[config.mk]
export PLATFORM = sky130hd
export DESIGN_NAME = operand_fetch
export DESIGN_NICKNAME = d
export VERILOG_FILES = /design/src/rtl/cpu_pkg.sv /design/src/rtl/regfile_2r1w.sv /design/src/rtl/operand_fetch.sv
export SDC_FILE = /design/constraint.sdc
export NUM_CORES = 1
export LEC_CHECK = 0
export ABC_CLOCK_PERIOD_IN_PS = 3750
export CORE_MARGIN = 2
export CORE_UTILIZATION = 62
export CTS_CLUSTER_DIAMETER = 100
export DETAILED_ROUTE_END_ITERATION = 12
export PLACE_DENSITY = 0.82
export RECOVER_POWER = 25
export SLEW_MARGIN = 25
export SYNTH_ARGS = -nofsm -noshare
export SYNTH_HDL_FRONTEND = slang
export SYNTH_SLANG_ARGS = --single-unit
[constraint.sdc]
create_clock -name clk -period 3.75 [get_ports clk]
set_input_delay 0.375 -clock clk [delete_from_list [all_inputs] [get_ports clk]]
set_output_delay 0.375 -clock clk [all_outputs]
set_load 0.005 [all_outputs]
[src/rtl/cpu_pkg.sv]
// cpu_pkg: shared widths and index/word types for the 16-bit core.
package cpu_pkg;
  localparam int N    = 16;
  localparam int REGS = 8;
  localparam int AW   = $clog2(REGS);
  typedef logic [AW-1:0] reg_idx_t;
  typedef logic [N-1:0]  word_t;
endpackage

[src/rtl/regfile_2r1w.sv]
// regfile_2r1w: REGS x N register file, 2 async read ports, 1 sync write port, r0 hardwired to 0.
// Ports: clk/rst_n, we/waddr/wdata write port, raddr1/raddr2 -> rdata1/rdata2 read ports.
// WB_BYPASS_EN: when defined, a read of the address being written this cycle returns wdata.
module regfile_2r1w
  import cpu_pkg::*;
(
  input  logic          clk,
  input  logic          rst_n,
  input  logic          we,
  input  logic [AW-1:0] waddr,
  input  logic [N-1:0]  wdata,
  input  logic [AW-1:0] raddr1,
  input  logic [AW-1:0] raddr2,
  output logic [N-1:0]  rdata1,
  output logic [N-1:0]  rdata2
);
  word_t mem [REGS];
  always_ff @(posedge clk or negedge rst_n)
    if (!rst_n) for (int i = 0; i < REGS; i++) mem[i] <= '0;
    else if (we && waddr != '0) mem[waddr] <= wdata;
`ifdef WB_BYPASS_EN
  assign rdata1 = (raddr1 == '0) ? '0 : (we && waddr == raddr1) ? wdata : mem[raddr1];
  assign rdata2 = (raddr2 == '0) ? '0 : (we && waddr == raddr2) ? wdata : mem[raddr2];
`else
  assign rdata1 = (raddr1 == '0) ? '0 : mem[raddr1];
  assign rdata2 = (raddr2 == '0) ? '0 : mem[raddr2];
`endif
endmodule

[src/rtl/operand_fetch.sv]
// operand_fetch: register read, pending-write scoreboard and one registered operand stage.
// Ports: issue_valid/issue_ready + rs1/rs2/rd addresses in; wb_en/wb_addr/wb_data writeback;
// out_valid/out_ready handshake with rs1_reg/rs2_reg/rd_q out.
// WB_BYPASS_EN: when defined, a same-cycle writeback unblocks and feeds a dependent issue.
module operand_fetch
  import cpu_pkg::*;
(
  input  logic          clk,
  input  logic          rst_n,
  input  logic          issue_valid,
  output logic          issue_ready,
  input  logic [AW-1:0] rs1_addr,
  input  logic [AW-1:0] rs2_addr,
  input  logic [AW-1:0] rd_addr,
  input  logic          wb_en,
  input  logic [AW-1:0] wb_addr,
  input  logic [N-1:0]  wb_data,
  output logic          out_valid,
  input  logic          out_ready,
  output logic [N-1:0]  rs1_reg,
  output logic [N-1:0]  rs2_reg,
  output logic [AW-1:0] rd_q
);
  localparam logic [REGS-1:0] R0 = 1;
  logic [REGS-1:0] pending, pend_eff, wb_mask, set_mask;
  word_t rd1, rd2;
  logic hazard, accept;
  regfile_2r1w u_rf (
    .clk(clk), .rst_n(rst_n),
    .we(wb_en), .waddr(wb_addr), .wdata(wb_data),
    .raddr1(rs1_addr), .raddr2(rs2_addr),
    .rdata1(rd1), .rdata2(rd2)
  );
  assign wb_mask = wb_en ? R0 << wb_addr : '0;
`ifdef WB_BYPASS_EN
  assign pend_eff = pending & ~wb_mask;
`else
  assign pend_eff = pending;
`endif
  assign hazard      = pend_eff[rs1_addr] | pend_eff[rs2_addr] | pend_eff[rd_addr];
  assign issue_ready = (!out_valid || out_ready) && !hazard;
  assign accept      = issue_valid && issue_ready;
  assign set_mask    = accept ? R0 << rd_addr : '0;
  // set is OR'd after the clear so a same-cycle issue to a retiring register keeps it pending
  always_ff @(posedge clk or negedge rst_n)
    if (!rst_n) pending <= '0;
    else pending <= ((pending & ~wb_mask) | set_mask) & ~R0;
  always_ff @(posedge clk or negedge rst_n)
    if (!rst_n) begin
      out_valid <= 1'b0;
      rs1_reg   <= '0;
      rs2_reg   <= '0;
      rd_q      <= '0;
    end else if (accept) begin
      out_valid <= 1'b1;
      rs1_reg   <= rd1;
      rs2_reg   <= rd2;
      rd_q      <= rd_addr;
    end else if (out_ready) out_valid <= 1'b0;
endmodule

== Word-level counts from Yosys, hierarchy flattened ==
Index checks and enable logic that the tools add are counted.

* Bits in registers: 171
* Bits of input ports: 33
* Output and inout bits: 37

* Order comparisons: 7
* Shift-type cells: 2
* Mux-type cells: 21
* Bitwise gates (word level): 8
* Reductions and logical operators: 11

{| class="wikitable"
|+ Operators by type and width
! operator !! count
|-
| 128-bit bitwise mux || 1
|-
| 16-bit 2-to-1 mux || 7
|-
| 16-bit binary-select mux with 3-bit select || 2
|-
| 16-bit demux with 3-bit select || 1
|-
| 8-bit 2-to-1 mux || 2
|-
| 1-bit by 3-bit left shift with 8-bit output, first input constant || 2
|-
| 4-bit greater-or-equal comparator, second input constant || 3
|-
| 3-bit by 4-bit less-than comparator with 1-bit output, second input constant || 3
|-
| 3-bit inverter with 4-bit output || 3
|-
| 1-bit binary-select mux with 3-bit select || 3
|-
| 8-bit bitwise AND || 1
|-
| 8-bit inverter || 1
|-
| 8-bit bitwise OR || 1
|-
| 3-bit zero test || 2
|-
| 1-bit 2-to-1 mux || 5
|-
| 1-bit logical AND || 4
|-
| 4-bit by 1-bit less-than comparator with 1-bit output, second input constant || 1
|-
| 3-bit nonzero test || 1
|-
| 1-bit zero test || 2
|-
| 1-bit bitwise OR || 2
|-
| 2-bit nonzero test || 1
|-
| 1-bit logical OR || 1
|}

== Logic depth before layout (Yosys ltp) ==
Gate-level depths: netlist of run 1.

* Word-level depth: 9
* Gate-level depth with buffers: 8

== By module ==
From an unflattened synthesis of run 1, not the netlist that was laid out.

* Cells, all modules: 599
* Area total of the unflattened synthesis: 8331.7 µm²

{| class="wikitable"
|+ Modules (own cells, without submodules)
! module !! times used !! cells an instance !! area each (µm²) !! seq. area each (µm²)
|-
| regfile_2r1w || 1 || 462 || 6268.5 || 2802.7
|-
| operand_fetch || 1 || 137 || 2063.2 || 1076.0
|}

== Least setup slack after synthesis of run 1 ==
OpenSTA, ideal clock, no wires.

* Path type: input to register
* Start: in rd_addr[0]
* End: reg rd_q[2]
* Setup time: 0.125 ns
* Arrival time: 1.995 ns
* Required time: 3.625 ns
* Path slack: 1.630 ns
* Stages on the path: 7
* Cell sequence: clkbuf_1 -> mux2_2 -> a2bb2oi_1 -> o2111a_2 -> nand4b_4 -> buf_6 -> mux2_4

* Longest elaborated chain between the ends: 6

{| class="wikitable"
|+ RTL lines
! element !! line !! text
|-
| start, declared || operand_fetch.sv:14 || <nowiki>input logic [AW-1:0] rd_addr,</nowiki>
|-
| 1-bit binary-select mux with 3-bit select || operand_fetch.sv:40 || <nowiki>assign hazard = pend_eff[rs1_addr] | pend_eff[rs2_addr] | pend_eff[rd_addr];</nowiki>
|-
| 1-bit 2-to-1 mux (not written as such) || operand_fetch.sv:40 ||
|-
| 1-bit bitwise OR || operand_fetch.sv:40 ||
|-
| 1-bit zero test || operand_fetch.sv:41 || <nowiki>assign issue_ready = (!out_valid || out_ready) && !hazard;</nowiki>
|-
| 1-bit logical AND || operand_fetch.sv:41 ||
|-
| 1-bit logical AND || operand_fetch.sv:42 || <nowiki>assign accept = issue_valid && issue_ready;</nowiki>
|-
| end signal, assigned || operand_fetch.sv:58 || <nowiki>rd_q <= rd_addr;</nowiki>
|-
| end, declared || operand_fetch.sv:22 || <nowiki>output logic [AW-1:0] rd_q</nowiki>
|}

Every way passes these cells. The select of a mux whose other input is x is not followed.
A chain may end at the register's enable or synchronous reset.

== Worst setup path in the final report of run 1 ==
* Start: in rs1_addr[0]
* End: out issue_ready

* Longest elaborated chain between the ends: 6

{| class="wikitable"
|+ RTL lines
! element !! line !! text
|-
| start, declared || operand_fetch.sv:12 || <nowiki>input logic [AW-1:0] rs1_addr,</nowiki>
|-
| 1-bit binary-select mux with 3-bit select || operand_fetch.sv:40 ||
|-
| 1-bit 2-to-1 mux (not written as such) || operand_fetch.sv:40 ||
|-
| 1-bit bitwise OR (2 in a row) || operand_fetch.sv:40 ||
|-
| 1-bit zero test || operand_fetch.sv:41 ||
|-
| 1-bit logical AND || operand_fetch.sv:41 ||
|-
| end, declared || operand_fetch.sv:11 || <nowiki>output logic issue_ready,</nowiki>
|}

Every way passes these cells. The select of a mux whose other input is x is not followed.

==> results of run 1 <==
## path summary, 6_finish.rpt
path	slack [ns]	depth (start not counted)	startpoint	to
min in group asynchronous	0.66	1	rst_n	u_rf.mem[98]
worst max register to register	1.30	6	pend_eff[4]	rs1_reg[8]
worst min-delay path	0.51	1	rd_q[1]	rd_q[1]
worst min register to register	0.51	1	rd_q[1]	rd_q[1]
max in group asynchronous	1.74	1	rst_n	rs1_reg[11]
worst max-delay path	0.58	7	rs1_addr[0]	issue_ready
## worst max-delay path: stages
cell and delay [ns]:
clkdlybuf4s50_1 0.65, buf_4 0.41, mux2i_1 0.25, a211oi_1 0.11, nand3b_1 0.36, inv_1 0.12
clkdlybuf4s50_1 0.50
## layout by cell type (no fill, tap or decap), types with 16 or more instances in the layout
cell	n
mux2_2	153
clkdlybuf4s50_1	66
o21ai_0	34
mux4_2	32
mux2_4	30
nand2_1	45
clkbuf_16	17
a22oi_1	32
buf_4	16
dfrtp_1	155
## cells by family after synthesis
| group | Yosys count | synth area share |
|---|---|---|
| AND/OR/NAND/NOR | 65 | 0.0414 |
| flip-flops | 155 | 0.492 |
| buffers and inverters | 51 | 0.0292 |
| AO/OA/AOI/OAI | 80 | 0.0660 |
| multiplexers | 219 | 0.372 |
## synth_stat cells, drive strengths merged
master / count
a211oi: 2
a21oi: 2
a22oi: 32
a2bb2oi: 1
buf: 25
clkbuf: 21
dfrtp: 155
inv: 5
mux2: 184
mux2i: 3
mux4: 32
nand2: 45
nand2b: 3
nand3: 2
nand3b: 1
nand4: 1
nand4b: 4
nor2: 2
nor2b: 3
nor3: 1
nor4bb: 2
o2111a: 1
o21ai: 34
o22ai: 1
o31ai: 3
o32ai: 2
o41ai: 2
or3b: 1
## layer usage
layer / global-route usage / up-vias
met5: 0 / -
li1: - / 2249
met3: 0.0536 / 45
met2: 0.478 / 228
met4: 0.128 / 0
met1: 0.375 / 2682
## power by group through the flow
stage / registers (W) / logic [W] / clock network (W)
final: 0.00251 / 0.00178 / 0.00159
after global routing: 0.00256 / 0.00191 / 0.00170
after CTS: 0.00250 / 0.00179 / 0.00162
after detailed placement: 0.00251 / 0.00177 / 0
after global placement: 0.00248 / 0.00172 / 0
after floorplan: 0.00242 / 0.00113 / 0
## through the flow
step	area [um2]	hold WS, ns	std cells	power, W
after floorplan	7890	0.0794	570	0.00356
after global placement	8770	0.490	783	0.00420
after detailed placement	8770	0.497	783	0.00428
after CTS	9310	0.0689	812	0.00590
after global routing	9310	0.519	812	0.00617
final	9310	0.509	812	0.00588
## area by class of cell
cell class / instances / area share
tap: 172 / 0.0231
multi-input combinational: 364 / 0.410
timing repair buffer: 87 / 0.0898
sequential: 155 / 0.417
clock inverter: 6 / 0.00713
inverter: 5 / 0.00202
clock buffer: 23 / 0.0514
==> flow_summary.ini, run 1 <==
[outcome]
status = finished with violations
violations = max-capacitance violations, max-slew violations

[clock_tree]
cts_tree = done
clk_path_buf_depth = 2
clock_sinks = 155
cts_resized = 0
cts-buffers-inserted = 17
post_cts_buffers = 0
clock-root-buffer = clkbuf_16
hold_buffers = 0
clock_insertion_delay_worst_skew_ns = 0.43
clk_pin_slew_ns = 0.05
htree_levels = 4

[floorplanning]
die_area_um2 = 13600
initial_core_util = 0.630
core_area_um2 = 12500
die_h_um = 117
rows = 41
io_pins = 70
dieWidth_um = 117

[sta]
finalHoldViolCount = 0
setup_viol = 0
grt_setup_unrepaired = no
final_max_slew_viol_count = 93
max_freq_mhz = 316
tightest_slew_ns = 2.34
period_needed_ns = 3.17
finalCritPeriodShare = 0.845
fin_setup_tns_ns = 0
fin_ws_ns = 0.582
finClkSkew_ns = 0.0113
relSlewSlack = -0.558

[setup_path]
worstPathArrival_ns = 2.79
setup.worst_path.end_class = output pin
crit_type = input port to output pin
cp-start-kind = input port
critPathRequiredTime_ns = 3.38
path_max_fanout = 30

[placed_design]
place_ws_ns = 0.632
port_buffers = 69
gp_congestion = 0.860
dpl.hpwl_mm = 11.1

[power]
clock_power_share = 0.271
combPwrFrac = 0.302
p_leak_nw = 3.97
p_switching_w = 0.00161
switching_share = 0.274
ir_worst_vdd_mv = 0.464
p_seq_frac = 0.427
internal_power_w = 0.00427
p_per_area_nw_per_um2 = 632

[final_layout]
diodes = 0
nFillCells = 806
largest_reg_flops = 112
drive_gt1_frac = 0.419
area_growth_pct = 17.9
fin_util = 0.743
seq_area_um2 = 3880
nets = 663
multi_input_area_um2 = 3810

[synthesis]
yosys_register_bits = 155
syn_area_um2 = 7890
yosysTopAreaCellShare = 0.492
synthTopCellsByArea = dfrtp_1 49%, mux2_2 22%, mux4_2 9.1%, mux2_4 5.7%, a22oi_1 3.0%
syn-num-nets = 603
syn_avg_cell_area_um2 = 13.8
ys_seq_area_frac = 0.492
yosysWarnings = 0
ys_types = 33
synth_top_area_cell = dfrtp_1
synth_cells = 570

[routing]
viasPerCell = 6.41
drc = 0
num_vias = 5204
wl_met2_mm = 9.21
wl_mm = 18.3
drt_first_pass_iters = 5
wl_per_cell_um = 22.6
drtIter0Drc = 371
ant_nets = 0
topRoutingLayerUsed = met4
wl_met1_mm = 7.50
wl_met3_mm = 1.12

[hold_path]
hold_path.class = register to register

[global_route]
grt_util_all_layers = 0.288
gr-total-overflow = 0
grt_pass1_wl_mm = 29.1
grt_max_degree = 94
grt_pass1_vias = 5402
antenna_found_initial = 0

[job]
cap_viol_max_count = 1
(Power assumes the default switching activity.)
==> inputs of run 2 (changes only) <==
--- a/config.mk
+++ b/config.mk
@@ -5,12 +5,12 @@
 export SDC_FILE = /design/constraint.sdc
 export NUM_CORES = 1
 export LEC_CHECK = 0
-export ABC_CLOCK_PERIOD_IN_PS = 3750
+export ABC_CLOCK_PERIOD_IN_PS = 2600
 export CORE_MARGIN = 2
-export CORE_UTILIZATION = 62
+export CORE_UTILIZATION = 52
 export CTS_CLUSTER_DIAMETER = 100
 export DETAILED_ROUTE_END_ITERATION = 12
-export PLACE_DENSITY = 0.82
+export PLACE_DENSITY = 0.73
 export RECOVER_POWER = 25
 export SLEW_MARGIN = 25
 export SYNTH_ARGS = -nofsm -noshare
==> constraint.sdc (replaced) <==
create_clock -name clk -period 2.6 [get_ports clk]
set_input_delay 0.26 -clock clk [delete_from_list [all_inputs] [get_ports clk]]
set_output_delay 0.26 -clock clk [all_outputs]
set_load 0.005 [all_outputs]
==> flow_summary.ini, run 2 (synthesized netlist as in run 1, its figures left out) <==
[sta]
finalCritPeriodShare = 0.957
max_freq_mhz = 402
period_needed_ns = 2.49
finClkSkew_ns = 0.00680
final_max_slew_viol_count = 68
finalHoldViolCount = 0
relSlewSlack = -0.128
setup_viol = 0
tightest_slew_ns = 1.69
fin_setup_tns_ns = 0

[global_route]
grt_pass1_vias = 5464
grt_util_all_layers = 0.244
gr-total-overflow = 0
grt_pass1_wl_mm = 29.9
antenna_found_initial = 0
grt_max_degree = 69

[job]
cap_viol_max_count = 1

[clock_tree]
clock_insertion_delay_worst_skew_ns = 0.43
cts-buffers-inserted = 17
clock-root-buffer = clkbuf_16
htree_levels = 4
clk_pin_slew_ns = 0.06
clock_sinks = 155
cts_tree = done
clk_path_buf_depth = 2

[outcome]
violations = max-capacitance violations, max-slew violations
status = finished with violations

[final_layout]
nets = 678
nFillCells = 1114
area_growth_pct = 21.0
multi_input_area_um2 = 3820
diodes = 0
most-common-layout-cells = 154 x mux2_2, 154 x dfrtp_1, 65 x clkdlybuf4s50_1
fin_cells = 846
seq_area_um2 = 3880
largest_reg_flops = 112
final_cell_area_um2 = 9550
fin_util = 0.635
drive_gt1_frac = 0.441

[setup_path]
setup.worst_path.end_class = output pin
crit_start = pend_eff[3]
crit_type = register to output pin
r2r_cells = 7
worstPathArrival_ns = 2.23
path_max_fanout = 4
r2r_slack_ns = 0.65
cp-start-kind = register
r2r-start = pend_eff[6]
worstSetupEndpoint = issue_ready
r2r_end = rs1_reg[6]
critPathRequiredTime_ns = 2.34

[routing]
ant_nets = 0
viasPerCell = 6.18
wl_per_cell_um = 22.3
num_vias = 5226
drc = 0
drt_first_pass_iters = 5
drtIter0Drc = 329
wl_mm = 18.9

[power]
fin_total_pwr_w = 0.00882
p_per_area_nw_per_um2 = 924
ir_worst_vdd_mv = 0.489
p_leak_nw = 4.09

[floorplanning]
rows = 45
die_area_um2 = 16200
core_area_um2 = 15000
dieWidth_um = 127
die_h_um = 127
initial_core_util = 0.525
io_pins = 70

[placed_design]
placed_cell_area_um2 = 8910
port_buffers = 69
dp_cells = 812
dpl.hpwl_mm = 11.8
gp_congestion = 0.863

[hold_path]
hold_path.class = input port to register
==> run 2: cell count changes in the layout (fill, tap and decap cells not counted), moves of 2 or more <==
cell | before | now
clkbuf_8 | 3 | 1
buf_4 | 16 | 28
bufinv_16 | 1 | 4
clkinv_2 | 1 | 4
buf_12 | 2 | 4
==> run 2: worst min path at each step <==
| stage | depth (start not counted) | start | end |
|---|---|---|---|
| floorplan | 0 | rst_n | out_valid |
| global placement | 1 | rst_n | u_rf.mem[3] |
| detailed placement | 1 | rst_n | u_rf.mem[67] |
| CTS | 4 | rs2_addr[0] | rs2_reg[2] |
| global route | 4 | rs2_addr[0] | rs2_reg[2] |
| finish | 4 | rs2_addr[0] | rs2_reg[2] |
==> run 2: through the flow <==
stage	hold WS, ns	setup slack, ns
detailed placement	0.289	-0.0488
global placement	0.283	0.0138
floorplan	-0.0356	0.595
CTS	0.379	0.0554
global route	0.409	-0.000911
finish	0.399	0.113
==> run 2: layout make-up <==
type / instances / share of cell area
multi-input combinational: 364 / 0.400
clock buffer: 20 / 0.0468
timing repair buffer: 102 / 0.102
tap: 188 / 0.0246
sequential: 155 / 0.406
clock inverter: 12 / 0.0180
inverter: 5 / 0.00197
==> run 2: metal layers <==
layer	vias up	part of all wire	wire, um	track usage
met1	2740	0.42	7950	0.322
met2	166	0.51	9590	0.405
met5	-	0	0	0
met3	35	0.047	878	0.0398
li1	2285	-	-	-
met4	0	0.024	451	0.103
==> run 2: worst max-delay path: stages (launching register included) <==
cell and delay (ns):
dfrtp_2 0.44, mux2_4 0.27, a22oi_2 0.18, o2111a_2 0.24, nand3b_1 0.11, inv_1 0.08, clkdlybuf4s50_1 0.49
==> run 2: timing repair <==
item | CTS | global route
endpoints found under the hold margin | 65 | 0
resized for setup | 1 | 4
setup endpoints to repair | 1 | 1
hold buffers | 1 | 0
pin swaps | 0 | 1
buffers inserted | 0 | 1
==> run 2: power breakdown <==
part | internal, W | total, W | switching, W
clock network | 0.00162 | 0.00260 | 0.000974
logic | 0.00174 | 0.00263 | 0.000892
registers | 0.00311 | 0.00360 | 0.000489
total | 0.00647 | 0.00882 | 0.00236
